$ cat src/rtl/rob_pkg.sv
// ---------------------------------------------------------------------------
// rob_pkg
// Shared types for the reorder buffer: per-entry state, instruction kind and
// the "no destination register" encoding. Imported by every ROB file.
// ---------------------------------------------------------------------------
package rob_pkg;

  typedef enum logic [2:0] {
    EMPTY     = 3'd0,
    EXEC      = 3'd1,
    LS_READY  = 3'd2,
    LS_ISSUED = 3'd3,
    DONE      = 3'd4
  } rob_state_e;

  typedef enum logic [1:0] {
    ALU    = 2'd0,
    BRANCH = 2'd1,
    JUMP   = 2'd2,
    MEM    = 2'd3
  } rob_kind_e;

  localparam logic [4:0] NO_RD = 5'd0;

  // An entry only takes a result while it is still waiting for one.
  function automatic logic wb_accepts(input rob_state_e s);
    return (s == EXEC) || (s == LS_ISSUED);
  endfunction

endpackage

$ cat src/rtl/rob_param_if.sv
// ---------------------------------------------------------------------------
// rob_param_if
// Bundles every ROB-facing signal except clk/rst.
//   master : the core side (decode, execution units, LSB, fetch)
//   slave  : the reorder buffer itself
// Signal groups: alloc_* (decode -> ROB), wb_* (writeback ports, packed per
// port), ls_ready_* (LSB address-ready), commit_* / ls_commit* / redirect_*
// (ROB -> regfile, LSB, fetch), count (occupancy).
// Optional: ROB_FWD_EN adds two operand lookup ports q_tag/q_ready/q_value.
// ---------------------------------------------------------------------------
interface rob_param_if #(
  parameter int DEPTH  = 8,
  parameter int XLEN   = 32,
  parameter int NUM_WB = 2
);
  import rob_pkg::*;

  localparam int TAG_W = $clog2(DEPTH);

  logic                    alloc_valid;
  rob_kind_e               alloc_kind;
  logic [4:0]              alloc_rd;
  logic [XLEN-1:0]         alloc_pc;
  logic [XLEN-1:0]         alloc_imm;
  logic                    alloc_ready;
  logic [TAG_W-1:0]        alloc_tag;

  logic [NUM_WB-1:0]       wb_valid;
  logic [NUM_WB*TAG_W-1:0] wb_tag;
  logic [NUM_WB*XLEN-1:0]  wb_value;

  logic                    ls_ready_valid;
  logic [TAG_W-1:0]        ls_ready_tag;

  logic                    commit_valid;
  logic [TAG_W-1:0]        commit_tag;
  logic [4:0]              commit_rd;
  logic [XLEN-1:0]         commit_value;
  logic                    ls_commit;
  logic [TAG_W-1:0]        ls_commit_tag;
  logic                    redirect_valid;
  logic [XLEN-1:0]         redirect_pc;
  logic [TAG_W:0]          count;

`ifdef ROB_FWD_EN
  logic [TAG_W-1:0]        q_tag   [2];
  logic                    q_ready [2];
  logic [XLEN-1:0]         q_value [2];
`endif

  modport master (
`ifdef ROB_FWD_EN
    output q_tag, input q_ready, input q_value,
`endif
    output alloc_valid, alloc_kind, alloc_rd, alloc_pc, alloc_imm,
    input  alloc_ready, alloc_tag,
    output wb_valid, wb_tag, wb_value,
    output ls_ready_valid, ls_ready_tag,
    input  commit_valid, commit_tag, commit_rd, commit_value,
    input  ls_commit, ls_commit_tag, redirect_valid, redirect_pc, count
  );

  modport slave (
`ifdef ROB_FWD_EN
    input q_tag, output q_ready, output q_value,
`endif
    input  alloc_valid, alloc_kind, alloc_rd, alloc_pc, alloc_imm,
    output alloc_ready, alloc_tag,
    input  wb_valid, wb_tag, wb_value,
    input  ls_ready_valid, ls_ready_tag,
    output commit_valid, commit_tag, commit_rd, commit_value,
    output ls_commit, ls_commit_tag, redirect_valid, redirect_pc, count
  );

endinterface

$ cat src/rtl/rob_entry_fsm.sv
// ---------------------------------------------------------------------------
// rob_entry_fsm
// Lifecycle of one ROB entry: EMPTY -> EXEC -> (LS_READY -> LS_ISSUED) ->
// DONE -> EMPTY. Flush has priority over every other event.
// Ports:
//   clk, rst      clock, async active-high reset (-> EMPTY)
//   i_alloc       this entry is the tail and is being allocated
//   i_alloc_done  allocation carries a pre-computed result (goes to DONE)
//   i_wb          a writeback port targets this entry
//   i_ls_ready    LSB marks this MEM entry address-ready
//   i_ls_issue    head is releasing this entry to the LSB
//   i_commit      head is retiring this entry
//   i_flush       redirect: discard everything
//   o_state       current state
// ---------------------------------------------------------------------------
module rob_entry_fsm
  import rob_pkg::*;
(
  input  logic       clk,
  input  logic       rst,
  input  logic       i_alloc,
  input  logic       i_alloc_done,
  input  logic       i_wb,
  input  logic       i_ls_ready,
  input  logic       i_ls_issue,
  input  logic       i_commit,
  input  logic       i_flush,
  output rob_state_e o_state
);

  rob_state_e r_state;
  rob_state_e w_state_nxt;

  // NOTE: state registers use non-blocking (<=) so every flop samples the
  // pre-edge value; the combinational block below uses blocking (=).
  always_ff @(posedge clk or posedge rst) begin
    if (rst) r_state <= EMPTY;
    else     r_state <= w_state_nxt;
  end

  // NOTE: the hold value is assigned first so no path leaves w_state_nxt
  // unassigned, which would otherwise infer a latch.
  always_comb begin
    w_state_nxt = r_state;
    if (i_flush) begin
      w_state_nxt = EMPTY;
    end else begin
      unique case (r_state)
        EMPTY:     if (i_alloc) w_state_nxt = i_alloc_done ? DONE : EXEC;
        EXEC: begin
          if (i_wb)            w_state_nxt = DONE;
          else if (i_ls_ready) w_state_nxt = LS_READY;
        end
        LS_READY:  if (i_ls_issue) w_state_nxt = LS_ISSUED;
        LS_ISSUED: if (i_wb)       w_state_nxt = DONE;
        DONE:      if (i_commit)   w_state_nxt = EMPTY;
        default:   w_state_nxt = EMPTY;
      endcase
    end
  end

  assign o_state = r_state;

endmodule

$ cat src/rtl/rob_param.sv
// ---------------------------------------------------------------------------
// rob_param
// In-order-retire reorder buffer, DEPTH entries, NUM_WB writeback ports,
// one head action per cycle (commit or LSB release). A committed taken
// BRANCH or any JUMP flushes every entry and redirects fetch.
// Ports:
//   clk  clock
//   rst  asynchronous active-high reset
//   bus  rob_param_if.slave: alloc, writeback, ls_ready, commit, ls_commit,
//        redirect, count (and q_* lookup ports when ROB_FWD_EN is defined)
// Configuration macro: ROB_FWD_EN enables combinational operand forwarding.
// An ALU allocation with rd != 0 and a non-zero alloc_imm is treated as a
// pre-decoded LUI/AUIPC: its imm is the result and it is born DONE.
// ---------------------------------------------------------------------------
module rob_param
  import rob_pkg::*;
#(
  parameter int DEPTH  = 8,
  parameter int XLEN   = 32,
  parameter int NUM_WB = 2
) (
  input  logic       clk,
  input  logic       rst,
  rob_param_if.slave bus
);

  localparam int TAG_W = $clog2(DEPTH);
  typedef logic [TAG_W-1:0] tag_t;
  typedef logic [TAG_W:0]   cnt_t;

  // Pointers, occupancy and registered outputs
  tag_t            r_head, r_tail;
  cnt_t            r_count;
  logic            r_commit_valid, r_ls_commit, r_redirect_valid;
  tag_t            r_commit_tag, r_ls_commit_tag;
  logic [4:0]      r_commit_rd;
  logic [XLEN-1:0] r_commit_value, r_redirect_pc;

  // Entry payload
  rob_kind_e       r_kind  [DEPTH];
  logic [4:0]      r_rd    [DEPTH];
  logic [XLEN-1:0] r_pc    [DEPTH];
  logic [XLEN-1:0] r_imm   [DEPTH];
  logic [XLEN-1:0] r_value [DEPTH];
  rob_state_e      w_state [DEPTH];

  // Per-entry event decode
  logic [DEPTH-1:0] w_alloc_sel, w_wb_hit, w_ls_hit;
  logic [XLEN-1:0]  w_wb_val [DEPTH];

  logic            w_alloc_ready, w_alloc, w_preset;
  logic            w_commit, w_ls_issue, w_redirect;
  rob_kind_e       w_head_kind;
  logic [XLEN-1:0] w_commit_value, w_redirect_pc;

  assign w_alloc_ready = r_count < cnt_t'(DEPTH);
  assign w_alloc       = bus.alloc_valid && w_alloc_ready;
  assign w_preset      = (bus.alloc_kind == ALU) && (bus.alloc_rd != NO_RD) &&
                         (bus.alloc_imm != '0);

  always_comb begin
    for (int e = 0; e < DEPTH; e++) begin
      w_alloc_sel[e] = w_alloc && (r_tail == tag_t'(e));
      w_wb_hit[e]    = 1'b0;
      w_wb_val[e]    = '0;
      // Ascending scan: a higher-index port on the same tag overrides.
      for (int k = 0; k < NUM_WB; k++) begin
        if (bus.wb_valid[k] && (bus.wb_tag[k*TAG_W +: TAG_W] == tag_t'(e))) begin
          w_wb_hit[e] = 1'b1;
          w_wb_val[e] = bus.wb_value[k*XLEN +: XLEN];
        end
      end
      w_ls_hit[e] = bus.ls_ready_valid && (bus.ls_ready_tag == tag_t'(e)) &&
                    (r_kind[e] == MEM);
    end
  end

  // Head selection: exactly one of commit / LSB release / nothing.
  always_comb begin
    w_head_kind    = r_kind[r_head];
    w_commit       = (w_state[r_head] == DONE);
    w_ls_issue     = (w_state[r_head] == LS_READY);
    w_redirect     = w_commit && ((w_head_kind == JUMP) ||
                                  ((w_head_kind == BRANCH) && r_value[r_head][0]));
    w_commit_value = (w_head_kind == JUMP) ? r_pc[r_head] + XLEN'(4) : r_value[r_head];
    w_redirect_pc  = (w_head_kind == JUMP) ? r_value[r_head] : r_imm[r_head];
  end

  for (genvar g = 0; g < DEPTH; g++) begin : g_entry
    rob_entry_fsm u_fsm (
      .clk          (clk),
      .rst          (rst),
      .i_alloc      (w_alloc_sel[g]),
      .i_alloc_done (w_preset),
      .i_wb         (w_wb_hit[g]),
      .i_ls_ready   (w_ls_hit[g]),
      .i_ls_issue   (w_ls_issue && (r_head == tag_t'(g))),
      .i_commit     (w_commit && (r_head == tag_t'(g))),
      .i_flush      (w_redirect),
      .o_state      (w_state[g])
    );
  end

  // NOTE: the payload arrays have no reset: an entry is only read while its
  // FSM is non-EMPTY, and allocation always writes it first.
  always_ff @(posedge clk) begin
    for (int e = 0; e < DEPTH; e++) begin
      if (!w_redirect) begin
        if (w_alloc_sel[e]) begin
          r_kind[e]  <= bus.alloc_kind;
          r_rd[e]    <= bus.alloc_rd;
          r_pc[e]    <= bus.alloc_pc;
          r_imm[e]   <= bus.alloc_imm;
          r_value[e] <= w_preset ? bus.alloc_imm : '0;
        end else if (w_wb_hit[e] && wb_accepts(w_state[e])) begin
          r_value[e] <= w_wb_val[e];
        end
      end
    end
  end

  always_ff @(posedge clk or posedge rst) begin
    if (rst) begin
      r_head           <= '0;
      r_tail           <= '0;
      r_count          <= '0;
      r_commit_valid   <= 1'b0;
      r_commit_tag     <= '0;
      r_commit_rd      <= '0;
      r_commit_value   <= '0;
      r_ls_commit      <= 1'b0;
      r_ls_commit_tag  <= '0;
      r_redirect_valid <= 1'b0;
      r_redirect_pc    <= '0;
    end else begin
      r_commit_valid   <= w_commit;
      r_ls_commit      <= w_ls_issue;
      r_redirect_valid <= w_redirect;
      if (w_commit) begin
        r_commit_tag   <= r_head;
        r_commit_rd    <= r_rd[r_head];
        r_commit_value <= w_commit_value;
      end
      if (w_ls_issue) r_ls_commit_tag <= r_head;
      if (w_redirect) r_redirect_pc   <= w_redirect_pc;

      if (w_redirect) begin
        // Everything younger is gone; restart allocation just past the
        // retiring branch/jump.
        r_head  <= r_head + tag_t'(1);
        r_tail  <= r_head + tag_t'(1);
        r_count <= '0;
      end else begin
        if (w_commit) r_head <= r_head + tag_t'(1);
        if (w_alloc)  r_tail <= r_tail + tag_t'(1);
        unique case ({w_alloc, w_commit})
          2'b10:   r_count <= r_count + cnt_t'(1);
          2'b01:   r_count <= r_count - cnt_t'(1);
          default: r_count <= r_count;
        endcase
      end
    end
  end

  assign bus.alloc_ready    = w_alloc_ready;
  assign bus.alloc_tag      = r_tail;
  assign bus.commit_valid   = r_commit_valid;
  assign bus.commit_tag     = r_commit_tag;
  assign bus.commit_rd      = r_commit_rd;
  assign bus.commit_value   = r_commit_value;
  assign bus.ls_commit      = r_ls_commit;
  assign bus.ls_commit_tag  = r_ls_commit_tag;
  assign bus.redirect_valid = r_redirect_valid;
  assign bus.redirect_pc    = r_redirect_pc;
  assign bus.count          = r_count;

`ifdef ROB_FWD_EN
  // Operand lookup: a result is visible either from the entry (DONE) or
  // straight off a writeback port in the same cycle.
  logic w_q_hit [2];

  always_comb begin
    for (int i = 0; i < 2; i++) begin
      bus.q_ready[i] = 1'b0;
      bus.q_value[i] = '0;
      w_q_hit[i]     = w_wb_hit[bus.q_tag[i]] && wb_accepts(w_state[bus.q_tag[i]]);
      if ((w_state[bus.q_tag[i]] == DONE) || w_q_hit[i]) begin
        bus.q_ready[i] = 1'b1;
        if (r_kind[bus.q_tag[i]] == JUMP)
          bus.q_value[i] = r_pc[bus.q_tag[i]] + XLEN'(4);
        else if (w_q_hit[i])
          bus.q_value[i] = w_wb_val[bus.q_tag[i]];
        else
          bus.q_value[i] = r_value[bus.q_tag[i]];
      end
    end
  end
`endif

endmodule
$ cat src/flat_wrapper.sv
// flat-port wrapper written by rule: the top's interface ports become plain ports
module rob_param_flat import rob_pkg::*;
#(
  parameter int DEPTH  = 8,
  parameter int XLEN   = 32,
  parameter int NUM_WB = 2
)
  (clk, rst, bus_alloc_valid, bus_alloc_kind, bus_alloc_rd, bus_alloc_pc, bus_alloc_imm, bus_alloc_ready, bus_alloc_tag, bus_wb_valid, bus_wb_tag, bus_wb_value, bus_ls_ready_valid, bus_ls_ready_tag, bus_commit_valid, bus_commit_tag, bus_commit_rd, bus_commit_value, bus_ls_commit, bus_ls_commit_tag, bus_redirect_valid, bus_redirect_pc, bus_count);
  rob_param_if #(.DEPTH(DEPTH), .XLEN(XLEN), .NUM_WB(NUM_WB)) bus_i ();
  input  logic clk;
  input  logic rst;
  input wire logic [$bits(bus_i.alloc_valid)-1:0] bus_alloc_valid;
  input wire logic [$bits(bus_i.alloc_kind)-1:0] bus_alloc_kind;
  input wire logic [$bits(bus_i.alloc_rd)-1:0] bus_alloc_rd;
  input wire logic [$bits(bus_i.alloc_pc)-1:0] bus_alloc_pc;
  input wire logic [$bits(bus_i.alloc_imm)-1:0] bus_alloc_imm;
  output wire logic [$bits(bus_i.alloc_ready)-1:0] bus_alloc_ready;
  output wire logic [$bits(bus_i.alloc_tag)-1:0] bus_alloc_tag;
  input wire logic [$bits(bus_i.wb_valid)-1:0] bus_wb_valid;
  input wire logic [$bits(bus_i.wb_tag)-1:0] bus_wb_tag;
  input wire logic [$bits(bus_i.wb_value)-1:0] bus_wb_value;
  input wire logic [$bits(bus_i.ls_ready_valid)-1:0] bus_ls_ready_valid;
  input wire logic [$bits(bus_i.ls_ready_tag)-1:0] bus_ls_ready_tag;
  output wire logic [$bits(bus_i.commit_valid)-1:0] bus_commit_valid;
  output wire logic [$bits(bus_i.commit_tag)-1:0] bus_commit_tag;
  output wire logic [$bits(bus_i.commit_rd)-1:0] bus_commit_rd;
  output wire logic [$bits(bus_i.commit_value)-1:0] bus_commit_value;
  output wire logic [$bits(bus_i.ls_commit)-1:0] bus_ls_commit;
  output wire logic [$bits(bus_i.ls_commit_tag)-1:0] bus_ls_commit_tag;
  output wire logic [$bits(bus_i.redirect_valid)-1:0] bus_redirect_valid;
  output wire logic [$bits(bus_i.redirect_pc)-1:0] bus_redirect_pc;
  output wire logic [$bits(bus_i.count)-1:0] bus_count;
  assign bus_i.alloc_valid = bus_alloc_valid;
  assign bus_i.alloc_kind = bus_alloc_kind;
  assign bus_i.alloc_rd = bus_alloc_rd;
  assign bus_i.alloc_pc = bus_alloc_pc;
  assign bus_i.alloc_imm = bus_alloc_imm;
  assign bus_alloc_ready = bus_i.alloc_ready;
  assign bus_alloc_tag = bus_i.alloc_tag;
  assign bus_i.wb_valid = bus_wb_valid;
  assign bus_i.wb_tag = bus_wb_tag;
  assign bus_i.wb_value = bus_wb_value;
  assign bus_i.ls_ready_valid = bus_ls_ready_valid;
  assign bus_i.ls_ready_tag = bus_ls_ready_tag;
  assign bus_commit_valid = bus_i.commit_valid;
  assign bus_commit_tag = bus_i.commit_tag;
  assign bus_commit_rd = bus_i.commit_rd;
  assign bus_commit_value = bus_i.commit_value;
  assign bus_ls_commit = bus_i.ls_commit;
  assign bus_ls_commit_tag = bus_i.ls_commit_tag;
  assign bus_redirect_valid = bus_i.redirect_valid;
  assign bus_redirect_pc = bus_i.redirect_pc;
  assign bus_count = bus_i.count;
  rob_param #(.DEPTH(DEPTH), .XLEN(XLEN), .NUM_WB(NUM_WB)) u_core (.clk(clk), .rst(rst), .bus(bus_i));
endmodule
$ cat config.mk
export PLATFORM = sky130hd
export DESIGN_NAME = rob_param_flat
export DESIGN_NICKNAME = d
export VERILOG_FILES = /design/src/rtl/rob_pkg.sv /design/src/rtl/rob_param_if.sv /design/src/rtl/rob_entry_fsm.sv /design/src/rtl/rob_param.sv /design/src/flat_wrapper.sv
export SDC_FILE = /design/constraint.sdc
export NUM_CORES = 2
export LEC_CHECK = 0
export BUFFER_PORTS_ARGS = -buffer_cell sky130_fd_sc_hd__buf_4
export CORE_ASPECT_RATIO = 2
export CORE_MARGIN = 2
export CORE_UTILIZATION = 45
export DETAILED_ROUTE_END_ITERATION = 8
export SYNTH_ARGS = -nofsm -noshare
export SYNTH_HDL_FRONTEND = slang
export SYNTH_HIERARCHICAL = 1
export SYNTH_SLANG_ARGS = --single-unit
$ cat constraint.sdc
create_clock -name clk -period 7.2 [get_ports clk]
set_clock_uncertainty 0.15 [all_clocks]
set_input_delay 0.36 -clock clk [delete_from_list [all_inputs] [get_ports clk]]
set_output_delay 0.36 -clock clk [all_outputs]
set_load 0.01 [all_outputs]
After elaboration in Yosys (flattened, before gate mapping)
Memories as Yosys holds them, arrays and structs flattened. A register that Yosys moved wholly into a read port is not among the register bits.
Cells that the tools add are included.
{"block": "word_totals", "reg_bits": 107, "ram_bits": 824, "output_inout_bits": 86, "wordCells": 550, "n_memories": 5}
{"name": "u_core.r_imm", "words": 8, "word_bits": 32, "read_ports": 1, "rd_ports_with_merged_regs": 0, "write_ports": 1, "line_no": "rob_param.sv:43", "rtl": "logic [XLEN-1:0] r_imm [DEPTH];"}
{"name": "u_core.r_pc", "words": 8, "word_bits": 32, "read_ports": 1, "rd_ports_with_merged_regs": 0, "write_ports": 1, "line_no": "rob_param.sv:42", "rtl": "logic [XLEN-1:0] r_pc [DEPTH];"}
{"name": "u_core.r_value", "words": 8, "word_bits": 32, "read_ports": 1, "rd_ports_with_merged_regs": 0, "write_ports": 8, "line_no": "rob_param.sv:44", "rtl": "logic [XLEN-1:0] r_value [DEPTH];"}
{"name": "u_core.r_rd", "words": 8, "word_bits": 5, "read_ports": 1, "rd_ports_with_merged_regs": 1, "write_ports": 1, "line_no": "rob_param.sv:41", "rtl": "logic [4:0] r_rd [DEPTH];"}
{"name": "u_core.r_kind", "words": 8, "word_bits": 2, "read_ports": 9, "rd_ports_with_merged_regs": 0, "write_ports": 1, "line_no": "rob_param.sv:40", "rtl": "rob_kind_e r_kind [DEPTH];"}
{"block": "classes", "add_sub_neg": 5, "magnitude_cmp": 2, "eq_ne": 121, "n_mux": 257, "bitwise": 9, "reduce_logical": 133}
{"op": "2-to-1 mux 32 bit", "count": 41}
{"op": "OR reduction 32 bit", "count": 14}
{"op": "2-to-1 mux 3 bit", "count": 91}
{"op": "case mux 3 bit (5 select lines)", "count": 8}
{"op": "2-to-1 mux 1 bit", "count": 100}
{"op": "inequality test 3 x 2 -> 1 bit, second input constant", "count": 32}
{"op": "equality test 3 bit, second input constant", "count": 29}
{"op": "equality test 3 x 2 -> 1 bit, second input constant", "count": 27}
{"op": "logical AND 1 bit", "count": 69}
{"op": "AND reduction 5 bit", "count": 8}
{"op": "equality test 3 x 1 -> 1 bit, second input constant", "count": 13}
{"op": "zero test 3 bit", "count": 13}
{"op": "2-to-1 mux 5 bit", "count": 7}
{"op": "OR reduction 5 bit", "count": 7}
{"op": "adder 32 x 3 -> 32 bit, second input constant", "count": 1}
{"op": "inequality test 4 x 3 -> 1 bit, second input constant", "count": 8}
{"op": "nonzero test 32 bit", "count": 1}
{"op": "equality test 2 bit, second input constant", "count": 10}
{"op": "2-to-1 mux 2 bit", "count": 7}
{"op": "OR reduction 2 bit", "count": 7}
{"op": "binary-select mux 3 bit (select 3 bit)", "count": 1}
{"op": "logical OR 1 bit", "count": 9}
{"op": "bitwise OR 1 bit", "count": 8}
{"op": "case mux 4 bit (2 select lines)", "count": 1}
{"op": "12 further kinds", "count": 15}

Longest topological paths before layout
{"block": "logic_depth", "ltp_word": 16, "mapped_depth": 18, "ltp_nobuf": 13}

Cells and area by module
Netlist, hierarchy kept.
{"module": "rob_param", "instances": 1, "cells_each": 2786, "area_per_inst_um2": 42849.8, "seq_area_each_um2": 26945.8}
{"module": "rob_entry_fsm", "instances": 8, "cells_each": 17, "area_per_inst_um2": 173.9, "seq_area_each_um2": 75.1}

Worst setup path before layout
OpenSTA, ideal clock, no wires.
{"block": "synth_path", "path_kind": "reg2reg", "from": "register u_core.r_head[0]", "to": "memory u_core.r_imm[5][0], enable pin", "arrival_ps": 5423, "path_slack_ps": 1127, "stages_incl_launch_ff": 11, "n_path_buf": 3, "cell_sequence": "dfrtp_1 buf_6 mux4_1 nand2_1 nand2_1 and3_1 o21ai_2 buf_2 inv_1 clkbuf_1 nor2_1"}
{"block": "synth_via", "elab_chain_cells": 16, "word_cells_on_any_way": 49, "classes_between": "eq/ne (3); mux (33); bitwise (1); reduce/logical (10); memory (2)"}
{"element": "start: declaration", "line_no": "rob_param.sv:32", "rtl": "tag_t r_head, r_tail;"}
{"element": "start signal: assignment", "line_no": "rob_param.sv:150", "rtl": "r_head <= r_head + tag_t'(1);"}
{"element": "start signal: assignment", "line_no": "rob_param.sv:154", "rtl": "if (w_commit) r_head <= r_head + tag_t'(1);"}
{"element": "NOT 3 -> 4 bit (not written as such)", "line_no": "rob_param.sv:81", "rtl": "w_commit = (w_state[r_head] == DONE);"}
{"element": "binary-select mux 3 bit (select 3 bit)", "line_no": "rob_param.sv:81"}
{"element": "2-to-1 mux 3 bit (not written as such) (2 in a row)", "line_no": "rob_param.sv:81"}
{"element": "equality test 3 bit", "line_no": "rob_param.sv:81"}
{"element": "logical AND 1 bit *", "line_no": "rob_param.sv:83", "rtl": "w_redirect = w_commit && ((w_head_kind == JUMP) ||"}
{"element": "named net u_core.w_redirect", "line_no": "rob_param.sv:52", "rtl": "logic w_commit, w_ls_issue, w_redirect;"}
{"element": "2-to-1 mux 1 bit", "line_no": "rob_param.sv:108", "rtl": "if (!w_redirect) begin"}
{"element": "2-to-1 mux 1 bit (not written as such)", "line_no": "rob_param.sv:113", "rtl": "r_imm[e] <= bus.alloc_imm;"}
{"element": "OR reduction 32 bit (no line)"}
{"element": "2-to-1 mux 3 bit (no line) / 2-to-1 mux 1 bit (equally long branches) (7 in a row)"}
{"element": "end: declaration", "line_no": "rob_param.sv:43"}
Mark *: on every way through the listed nets, which the timed path passes. The rest lies on a longest branch. The select of a mux whose other input is x is not followed.

Final worst setup path
{"block": "layout_path", "from": "register u_core.r_head[0]", "to": "register u_core.r_count[3], in the netlist u_core/bus.count[3]"}
{"block": "layout_via", "elab_chain_cells": 8, "word_cells_on_any_way": 17, "classes_between": "eq/ne (5); mux (5); bitwise (1); reduce/logical (4); memory (2)"}
{"element": "NOT 3 -> 4 bit (not written as such)", "line_no": "rob_param.sv:81"}
{"element": "binary-select mux 3 bit (select 3 bit)", "line_no": "rob_param.sv:81"}
{"element": "2-to-1 mux 3 bit (not written as such) (2 in a row)", "line_no": "rob_param.sv:81"}
{"element": "equality test 3 bit", "line_no": "rob_param.sv:81"}
{"element": "equality test 2 x 1 -> 1 bit / equality test 2 bit (equally long branches)", "line_no": "rob_param.sv:156", "rtl": "unique case ({w_alloc, w_commit})"}
{"element": "case mux 4 bit (2 select lines)", "line_no": "rob_param.sv:156"}
{"element": "2-to-1 mux 4 bit", "line_no": "rob_param.sv:147", "rtl": "if (w_redirect) begin"}
{"element": "end signal: assignment", "line_no": "rob_param.sv:157", "rtl": "2'b10: r_count <= r_count + cnt_t'(1);"}
{"element": "end signal: assignment", "line_no": "rob_param.sv:158", "rtl": "2'b01: r_count <= r_count - cnt_t'(1);"}
{"element": "end signal: assignment", "line_no": "rob_param.sv:159", "rtl": "default: r_count <= r_count;"}
{"element": "end: declaration", "line_no": "rob_param.sv:33", "rtl": "cnt_t r_count;"}
Parallel ways exist; a longest one is shown, timed or not. The select of a mux whose other input is x is not followed.
A chain may end at the register's enable or synchronous reset.

==> qor.yml <==
global_routing:
  grt_pass1_vias: 29400
  grt_max_degree: 121
  antenna_found_initial: 2
  grt-ovfl-total: 0
  grt_pass1_wl_mm: 196
  grt_usage: 0.270
power_and_ir_drop:
  p_clk_frac: 0.255
  p_comb_frac: 0.352
  intPower_mw: 12.3
  max-vdd-ir-drop_mv: 0.299
  power_switching_mw: 6.74
  seq_power_share: 0.393
  power_density_nw_per_um2: 368
  switching_share: 0.353
  leakagePower_nw: 19.8
clocking:
  clock-sinks: 936
  cts_buffers: 82
  h-tree-depth: 3
  cts_tree: "yes"
  clock_latency_ns: 0.68
  cts_root_buffer: "clkbuf_16"
  path_clk_slew_ns: 0.07
  cts_buffer_depth: 3
  cts_resized: 0
final_layout:
  layout-drive-gt1-share: 0.210
  area_growth_pct: 17.3
  instances_no_fill: 4616
  final_core_util: 0.532
  nets: 3401
  insertedDiodeCount: 0
status:
  status: "finished, final reports clean"
worst_setup_path:
  crit_start: "u_core/r_head[0]"
  reg2reg_setup_slack_ns: 1.81
  arrival_ns: 5.76
  cp_max_fo: 47
  critPathCaptureType: "flip-flop"
  cp-start-kind: "flip-flop"
  reg2reg_from: "u_core/r_head[0]"
  crit_required_ns: 7.57
  crit_type: "flip-flop to flip-flop"
sta:
  setup_viol: 0
  clock.fmax_mhz: 185
  worstMarginPinSlew_ns: 1.06
  hold_slack_ns: 0.0540
  finalCritPeriodShare: 0.749
  setup_tns_ns: 0
  rsz0062_at_grt: "no"
  finalMaxSlewViolations: 0
  final_hold_viol_count: 0
  finalCriticalPeriod_ns: 5.39
  relSlewSlack: 0.291
  fin_ws_ns: 1.81
detailed_routing:
  first_pass_iters: 6
  drcViolationCount: 0
  via_per_inst: 6.03
  route.vias.total: 27800
  drt-wirelength-per-cell_um: 29.3
  drt_iter0_drc: 2390
  detail-route-antenna-nets: 0
  drt-total-wl_mm: 135
die:
  die_width_um: 226
  die_y_um: 447
  start_util: 0.454
  ios: 236
  row_count: 162
  core-area_um2: 97500
  die-area_um2: 101000
synth:
  synth_edf_count: 824
  yosys.area.top_type_share: 0.559
  synth_flop_cell: "edfxtp_1"
  synth_compound_area_frac: 0.0446
  syn_inst: 2922
  synthMuxAreaShare: 0.225
  syn_nets: 3089
  yosys.area.top_type: "edfxtp_1"
  yosysMostFrequentCell: "edfxtp_1"
  yosysWarnings: 6
  syn_area_per_cell_um2: 15.1
  synth_area_um2: 44200
  synth_fa_ha_area_frac: 0.00481
  netlist_top_cells_count: "824 x edfxtp_1, 496 x mux2i_1, 383 x nand2_1"
  ys_seq_elements: 936
  synth_xor_area_frac: 0.00396
  yosysSeqAreaShare: 0.623
  ys_top_cells_by_area: "edfxtp_1 56%, mux2i_1 11%, mux4_2 9.2%"
  synthSimpleGateAreaFrac: 0.0688
  synth_top_family_by_area: "multiplexers"
  netlist-cell-type-count: 74
  async_flop_share: 0.120
placement:
  hpwl_mm: 87.4
  dp_cells: 4292
  port_buffers: 235
  gp_congestion: 0.850
  place_ws_ns: 1.77
min_path:
  hold_path_class: "primary input to flip-flop"
  hp-start: "bus_wb_value[17]"
flow_run:
  max_cap_viol_count: 0
critical path: stages, from the launching register on:
cell and delay, ns:
dfrtp_4 1.05, buf_4 0.55, mux4_1 0.62, nand2b_4 0.17, o311ai_2 0.11, nand3_4 0.49
inv_2 0.24, buf_4 0.38, ha_1 0.33, ha_1 0.32, a31oi_1 0.21, o21bai_1 0.08
a221oi_1 0.28, xnor2_1 0.16, nor2_1 0.06
state kept, by name, summed over array words and instances (netlist names):
register and flops:
u_core/bus.ls_commit 1, u_core/r_kind 16, u_core/bus.count 4, u_core/bus.commit_rd 5, u_core/r_imm 256, u_core/r_value 256, u_core/bus.alloc_tag 3, u_core/g_entry.u_fsm/o_state 24
u_core/r_rd 40, u_core/bus.redirect_valid 1, u_core/bus.commit_value 32, u_core/bus.redirect_pc 32, u_core/r_pc 256, u_core/r_head 3, u_core/bus.commit_valid 1, u_core/bus.ls_commit_tag 3
u_core/bus.commit_tag 3
cells in the final DEF (no fill, tap or decap), drive strengths merged, types with 24 or more instances in the layout:
cell	instances
clkinv	24
edfxtp	824
nand2	383
nand3	49
o21ai	96
dlygate4sd3	170
clkbuf	108
dfrtp	112
buf	298
mux2i	497
nor2	54
mux4	207
inv	55
a21o	74
a21oi	44
final cells by class:
type,instances,area (um^2)
inverter,49,189
fill,7936,45600
clock inverter,46,652
multi-input combinational,1697,15500
tap,1312,1640
clock buffer,108,2300
timing repair buffer,468,4000
sequential,936,27600
worst paths after layout:
check,endpoint,cells after the start
max in group asynchronous,u_core/bus.commit_rd[0],4
min reg2reg,u_core/bus.ls_commit_tag[2],1
min in group asynchronous,u_core/g_entry[4].u_fsm/o_state[0],3
min,u_core/r_value[1][17],3
max,u_core/bus.count[3],14
max reg2reg,u_core/bus.count[3],14
power by group through the flow:
stage	registers [mW]	logic, mW	clock network [mW]
2_1_floorplan	7.44	4.24	0
3_3_place_gp	7.55	6.54	0
3_5_place_dp	7.61	6.64	0
4_1_cts	7.49	6.75	4.94
5_1_grt	7.57	7.14	5.13
6_report	7.50	6.72	4.86
per-stage QoR:
stage / power (mW) / cell area (um^2)
floorplan: 11.7 / 44200
global placement: 14.1 / 47200
detailed placement: 14.2 / 47200
CTS: 19.2 / 51900
global route: 19.8 / 51900
finish: 19.1 / 51900
cells by family (layout without fill, tap and decap cells):
logic type,Yosys count,in the layout
DFF,936,936
muxes,723,723
and+or+nand+nor,643,643
AOI/OAI and AO/OA,294,294
buffers and inverters,289,671
xor gates and xnor gates,20,20
adders and majority gates,17,17
layer usage:
metal	vias up	wire length (um)	GRT usage
li1	11900	-	-
met1	14500	50300	0.317
met2	1185	72000	0.491
met3	274	8130	0.0407
met4	4	4930	0.105
met5	-	25	0
what timing repair did:
| item | 4_1_cts | 5_1_grt |
|---|---|---|
| hold buffers | 170 | 0 |
| setup buffers | 0 | 0 |
| hold endpoints to repair | 792 | 0 |
Power figures use the tool's default switching activity.
